===== src/rtl/fxp_pkg.sv =====
// Shared fixed-point constants and types for the CNN MAC datapath (default Q6.7 in 14 bits).
// Combinational definitions only: no latency, no flow control.
// Bounds below are the saturation limits used when FXP_MUL_SAT_EN is defined.
package fxp_pkg;

    localparam int FXP_WIDTH = 14;
    localparam int FXP_FRAC  = 7;

    typedef logic signed [FXP_WIDTH-1:0] fxp_t;

    localparam fxp_t FXP_MAX = {1'b0, {(FXP_WIDTH-1){1'b1}}};
    localparam fxp_t FXP_MIN = {1'b1, {(FXP_WIDTH-1){1'b0}}};

endpackage


===== src/rtl/fxp_saturate.sv =====
// Narrows a 2*bitsize signed value to bitsize: clamp with FXP_MUL_SAT_EN, wrap otherwise.
// Latency: purely combinational.
// Backpressure: none, output follows input.
module fxp_saturate
    import fxp_pkg::*;
#(
    parameter int bitsize = FXP_WIDTH
) (
    input  logic signed [2*bitsize-1:0] wide,
    output logic signed [bitsize-1:0]   narrow
);

`ifdef FXP_MUL_SAT_EN
    localparam logic signed [bitsize-1:0] SAT_MAX = {1'b0, {(bitsize-1){1'b1}}};
    localparam logic signed [bitsize-1:0] SAT_MIN = {1'b1, {(bitsize-1){1'b0}}};

    // The value fits when every bit above the result's sign bit repeats the sign.
    logic fits;
    assign fits = (wide[2*bitsize-1:bitsize-1] == {(bitsize+1){wide[2*bitsize-1]}});

    always_comb begin
        narrow = wide[bitsize-1:0];
        if (!fits) begin
            narrow = wide[2*bitsize-1] ? SAT_MIN : SAT_MAX;
        end
    end
`else
    logic unused_hi;
    assign unused_hi = ^wide[2*bitsize-1:bitsize];
    assign narrow    = wide[bitsize-1:0];
`endif

endmodule


===== src/rtl/fixed_point_multiplier.sv =====
// Registered signed fixed-point multiply with rescale; narrowing set by FXP_MUL_SAT_EN.
// Latency: 1 cycle from start_flag edge to Mul_result/valid; throughput 1 per cycle.
// Backpressure: none, consumer must take the result while valid is high.
module fixed_point_multiplier
    import fxp_pkg::*;
#(
    parameter int bitsize   = FXP_WIDTH,
    parameter int FRAC_BITS = FXP_FRAC
) (
    input  logic                      clk,
    input  logic                      rst,
    input  logic                      start_flag,
    input  logic signed [bitsize-1:0] a,
    input  logic signed [bitsize-1:0] b,
    output logic signed [bitsize-1:0] Mul_result,
    output logic                      valid
);

    localparam int PW = 2 * bitsize;

    logic signed [PW-1:0]      a_ext;
    logic signed [PW-1:0]      b_ext;
    logic signed [PW-1:0]      prod;
    logic signed [PW-1:0]      scaled;
    logic signed [bitsize-1:0] narrowed;

    // A 2*bitsize product of sign-extended operands is the exact signed product.
    assign a_ext  = {{bitsize{a[bitsize-1]}}, a};
    assign b_ext  = {{bitsize{b[bitsize-1]}}, b};
    assign prod   = a_ext * b_ext;
    assign scaled = prod >>> FRAC_BITS;

    fxp_saturate #(
        .bitsize(bitsize)
    ) u_narrow (
        .wide  (scaled),
        .narrow(narrowed)
    );

    always_ff @(posedge clk or negedge rst) begin
        if (!rst) begin
            Mul_result <= '0;
            valid      <= 1'b0;
        end else begin
            valid <= start_flag;
            if (start_flag) begin
                Mul_result <= narrowed;
            end
        end
    end

endmodule


===== config.mk =====
export PLATFORM = sky130hd
export DESIGN_NAME = fixed_point_multiplier
export DESIGN_NICKNAME = d
export VERILOG_FILES = /design/src/rtl/fxp_pkg.sv /design/src/rtl/fxp_saturate.sv /design/src/rtl/fixed_point_multiplier.sv
export SDC_FILE = /design/constraint.sdc
export NUM_CORES = 1
export LEC_CHECK = 0
export ABC_AREA = 1
export BUFFER_PORTS_ARGS = -buffer_cell sky130_fd_sc_hd__buf_2
export CAP_MARGIN = 20
export CORE_ASPECT_RATIO = 1.25
export CORE_MARGIN = 5
export CORE_UTILIZATION = 45
export CTS_CLUSTER_SIZE = 12
export DETAILED_ROUTE_END_ITERATION = 12
export PLACE_DENSITY = 0.64
export SYNTH_ARGS = -nofsm -noshare
export SYNTH_HDL_FRONTEND = slang
export SYNTH_HIERARCHICAL = 1
export SYNTH_SLANG_ARGS = --single-unit

===== constraint.sdc =====
create_clock -name clk -period 1.6 [get_ports clk]
set_input_delay 0.08 -clock clk [delete_from_list [all_inputs] [get_ports clk]]
set_output_delay 0.08 -clock clk [all_outputs]
set_load 0.02 [all_outputs]

==> results_dict.tcl, run 1 <==
set metrics [dict create \
    crit_slowest_cell "fa_1" \
    wl_per_cell_um 14.00 \
    grt_overflow_total 0 \
    setup_violations 14 \
    arrival_ns 4.80 \
    cts_tree "done" \
    die_w_um 119.5 \
    cts_buffer_depth 2 \
    status "complete, but fails checks" \
    critPathKind "in -> reg" \
    maxCapViolations 0 \
    place.gp.congestion 0.8610 \
    cts.htree.levels 1 \
    cp-start-kind "input pin" \
    cp_common_cell "fa_1" \
    end_kind "flip-flop" \
    initial_utilization_pct 45.49 \
    cts-root-buf "clkbuf_16" \
    io_pins 46 \
    firstDrtPassIters 4 \
    vias 5356 \
    rsz0062_at_grt "true" \
    fill_cells 1366 \
    synth_area_sq_um 6745 \
    die_h_um 146.9 \
    path_max_fanout 6 \
    setup_slack_ns -3.075 \
    antenna_found_initial 0 \
    io_buffers 45 \
    crit_path_cell_trace "buf_6 -> clkinvlp_4 -> buf_6 -> buf_6 -> nor2_4 -> fa_1 -> fa_1 -> fa_1 -> fa_1 -> fa_1 -> inv_2 -> fa_1 -> inv_2 -> ha_4 -> nand2_2 -> nor2_1 -> inv_1 -> nor2_2 -> nand3b_1 -> nand4_1 -> nand2_1 -> mux2_2" \
    yosysWarningCount 6 \
    area_growth_pct 29.31 \
    drive_above_1_share_pct 30.24 \
    cts_num_sinks 15 \
    grt_pass1_vias 6063 \
    num_antenna_cells 0 \
    cts_buffers 3 \
    fin_crit_sh_pct 292.2 \
    hold_viol_final 0 \
    fp-row-count 50 \
    drc_errors 0 \
    fin_skew_ns 0 \
    setup_tns_ns -40.15 \
    final_nets 1195 \
    slew_viol_final 0 \
    grt_pass1_wl_mm 28.11 \
    ant_nets 0 \
    vias_per_cell 4.694 \
    worstHoldStart "start_flag" \
    fmax_mhz 213.9 \
    grt_max_degree 16 \
    required_ns 1.73 \
    slew_headroom_pct 73.74 \
    syn_inst 861 \
    hp-class "in -> reg" \
    wirelength_mm 15.97 \
    track_usage_pct 19.60 \
    synth_nets 1096 \
    tightest_slew_ns 0.3940 \
    cp-startpoint "b[13]" \
    drt_iter0_drc 183 \
    dpl.hpwl_mm 13.66 \
    syn_area_per_cell_sq_um 7.834 \
    regToRegStartpoint "Mul_result[7]" \
    dieArea_sq_um 17550 \
    clkSlewWorstSetupHoldPaths_ns 0.05 \
    core_sq_um 14830 \
    violations "negative setup slack" \
    clk_latency_ns 0.24 \
    period_needed_ns 4.675 \
    cpPeakStageDelay_ns 0.54 \
]
layout make-up:
type / count / area (sq um) / share of cell area, %
inverters: 273 / 1032 / 11.83
flip-flops and latches: 15 / 375.4 / 4.304
multi-input cells: 530 / 5804 / 66.55
repair buffers: 137 / 1204 / 13.80
clock buffers: 4 / 78.83 / 0.9037
well taps: 182 / 227.7 / 2.611
cell usage in the layout (no fill, tap or decap), types with 2 or more instances in the layout:
master       n
mux2_4       8
dfrtp_1     15
xor2_1       5
o21ai_1      4
fa_1       136
fa_2        11
o21bai_1     2
nand2_1    194
buf_2       22
nand2_4     11
ha_1        33
nand3_2      3
nand2_2     24
inv_2       28
xnor2_1      3
nand4_1      2
ha_4        24
clkbuf_16    3
mux2_2       6
nor2_1      18
a21oi_2      9
a21oi_4      4
buf_4       76
buf_6       26
a21oi_1      2
xor2_2       2
buf_8        4
inv_1      242
nor2_4       7
o21a_1       3
nand3_1      5
nor2_2       7
buf_12       8
worst paths after layout:
path	endpoint	slack, ns	depth (start not counted)
hold reg to reg	Mul_result[4]	0.50	1
setup reg to reg	Mul_result[7]	0.82	1
hold / removal	valid	0.17	1
setup / recovery	Mul_result[13]	-3.07	22
max in group asynchronous	Mul_result[10]	1.08	2
min in group asynchronous	valid	0.28	2
timing repair:
action	in CTS	in global routing
hold buffers	1	0
hold endpoints to repair	15	0
setup buffers	6	8
endpoints found under the setup margin	14	14
pin swaps	48	45
gates resized for setup	120	73
flip-flops by register name (all words and copies together), names as in the netlist:
signal,cells
valid,1
Mul_result,14
worst max-delay path, delay by kind of cell:
kind,cells,cell delay (ns)
multiplexers,1,0.25
adder cells (fa/ha/maj),7,3.21
buffers and inverters,7,0.65
AND/OR/NAND/NOR,7,0.61
through the flow:
stage / util, % / worst slack (ns) / hold slack, ns / instances / area (sq um)
floorplan: - / -3.218 / -0.2156 / 861 / 7209
global placement: 53.11 / -3.442 / 0.0001211 / 1122 / 7875
detailed placement: 53.11 / -3.472 / 0.006030 / 1122 / 7875
CTS: 57.10 / -3.099 / 0.1755 / 1133 / 8466
global route: 58.83 / -3.264 / 0.1793 / 1141 / 8722
finish: 58.83 / -3.075 / 0.1682 / 1141 / 8722
metal layers:
metal	vias to the layer above	routed length [um]	GRT usage, %
met1	2669	6098	22.30
met4	0	437	4.986
met2	81	9109	39.23
li1	2576	-	-
met3	30	327	1.194
met5	-	0	0
Power of run 1 is left out: the tool's default activity adds up to more than one toggle a clock period on the data nets, which glitch-free logic cannot reach.
==> inputs of run 2 (changes only) <==
--- a/config.mk
+++ b/config.mk
@@ -13,7 +13,8 @@
 export CORE_UTILIZATION = 45
 export CTS_CLUSTER_SIZE = 12
 export DETAILED_ROUTE_END_ITERATION = 12
-export PLACE_DENSITY = 0.64
+export MAX_ROUTING_LAYER = met4
+export PLACE_DENSITY = 0.62
 export SYNTH_ARGS = -nofsm -noshare
 export SYNTH_HDL_FRONTEND = slang
 export SYNTH_HIERARCHICAL = 1
==> results_dict.tcl, run 2 (same netlist as run 1, synthesis figures left out) <==
set metrics [dict create \
    wl_met2_mm 9.321 \
    setup_slack_ns -3.146 \
    grt_max_degree 16 \
    hold_depth 1 \
    cts_tree "done" \
    num_antenna_cells 0 \
    dieArea_sq_um 17550 \
    clkSlewWorstSetupHoldPaths_ns 0.05 \
    die_w_um 119.5 \
    cts_num_sinks 15 \
    dpl.hpwl_mm 13.78 \
    violations "negative setup slack" \
    utilization_pct 59.47 \
    r2r_cells 1 \
    firstDrtPassIters 4 \
    initial_utilization_pct 45.49 \
    cts_buffer_depth 2 \
    place_area_sq_um 7928 \
    clk_latency_ns 0.24 \
    cts_buffers 3 \
    tightest_slew_ns 0.4220 \
    grt_pass1_wl_mm 28.41 \
    regToRegStartpoint "Mul_result[8]" \
    core_sq_um 14830 \
    final-instance-count-excl-fill 1146 \
    crit_family "adder cells" \
    drc_errors 0 \
    top_register "Mul_result" \
    crit_slowest_cell "fa_1" \
    cpPeakStageDelay_ns 0.50 \
    cts-root-buf "clkbuf_16" \
    rrSetupSlack_ns 0.83 \
    hold_viol_final 0 \
    fin_crit_sh_pct 296.6 \
    antenna_found_initial 0 \
    grt_pass1_vias 6066 \
    wl_met1_mm 5.994 \
    end_kind "flip-flop" \
    cp-start-kind "input pin" \
    status "complete, but fails checks" \
    wl_met3_um 404 \
    highest_layer "met4" \
    area_growth_pct 30.72 \
    vias_per_cell 4.675 \
    fin_skew_ns 0 \
    slew_viol_final 0 \
    crit_cells 24 \
    grt_overflow_total 0 \
    setup_violations 14 \
    fp-row-count 50 \
    holdPathEnd "valid" \
    place_ws_ns -3.505 \
    final_common_cell "inv_1" \
    rsz0062_at_grt "true" \
    place.gp.congestion 0.8749 \
    wl_per_cell_um 14.03 \
    io_buffers 45 \
    arrival_ns 4.87 \
    reg_top3 "Mul_result (14), valid (1)" \
    vias 5357 \
    critPathKind "in -> reg" \
    maxCapViolations 0 \
    period_needed_ns 4.746 \
    fmax_mhz 210.7 \
    ant_nets 0 \
    cp_common_cell "fa_1" \
    cts.htree.levels 1 \
    track_usage_pct 20.37 \
    drt_iter0_drc 197 \
    final_cell_mix "inv_1, nand2_1, fa_1" \
    largest_reg_flops 14 \
    path_max_fanout 6 \
    worstReg2RegEnd "Mul_result[8]" \
    die_h_um 146.9 \
    cp_num_buf_inv 8 \
    slew_headroom_pct 71.87 \
    final_area_sq_um 8817 \
    dp_cells 1129 \
    worstHoldStart "start_flag" \
    drive_above_1_share_pct 30.60 \
    crit_path_cell_trace "buf_6 -> clkinvlp_4 -> buf_12 -> or2_4 -> fa_1 -> fa_1 -> inv_1 -> fa_1 -> fa_1 -> fa_1 -> inv_1 -> fa_1 -> inv_2 -> ha_4 -> nand2_4 -> nor2_4 -> inv_2 -> nor2_4 -> nand3b_1 -> buf_4 -> nand3_1 -> nand2_1 -> nand2_1 -> mux2_2" \
    hp-class "in -> reg" \
    wirelength_mm 16.07 \
    final_nets 1200 \
    io_pins 46 \
    required_ns 1.73 \
]
==> run 2: cell types whose count changed in the layout (fill, tap and decap cells not counted), sizes merged <==
cell	change
buf	+5
inv	+1
clkinv	-1
==> run 2: how the worst max path moves through the flow <==
stage	end	start	slack (ns)
floorplan	Mul_result[12]	b[4]	-3.22
global placement	Mul_result[13]	a[5]	-3.46
CTS	Mul_result[13]	b[13]	-3.15
detailed placement	Mul_result[13]	a[5]	-3.51
finish	Mul_result[13]	b[13]	-3.15
global route	Mul_result[12]	b[13]	-3.36
==> run 2: per-layer routing <==
metal | vias to the layer above | GRT usage [%]
met2 | 74 | 40.05
li1 | 2587 | -
met5 | - | -
met3 | 27 | 1.155
met1 | 2669 | 22.50
met4 | 0 | 4.183
==> run 2: timing repair <==
item                                    in CTS  in global routing
setup buffers                               10                  2
pin swaps                                   64                 38
endpoints found under the setup margin      14                 14
gates resized for setup                    149                 49
hold endpoints to repair                    15                  0
hold buffers                                 1                  0
gates cloned                                 1                  0
==> run 2: cell type report <==
cell class	instances	area, sq um
Fill cell	1348	6010
Multi-Input combinational cell	530	5829
Timing Repair Buffer	142	1272
Inverter	273	1033
Sequential cell	15	375.4
Tap cell	182	227.7
Clock buffer	4	78.83
==> run 2: per-stage QoR <==
stage / TNS, ns / hold WS [ns]
finish: -40.75 / 0.1832
CTS: -40.50 / 0.1702
global placement: -45.46 / -0.0006652
global route: -43.28 / 0.1916
floorplan: -41.62 / -0.2156
detailed placement: -45.78 / 0.005902
Power of run 2 is left out for the same reason.
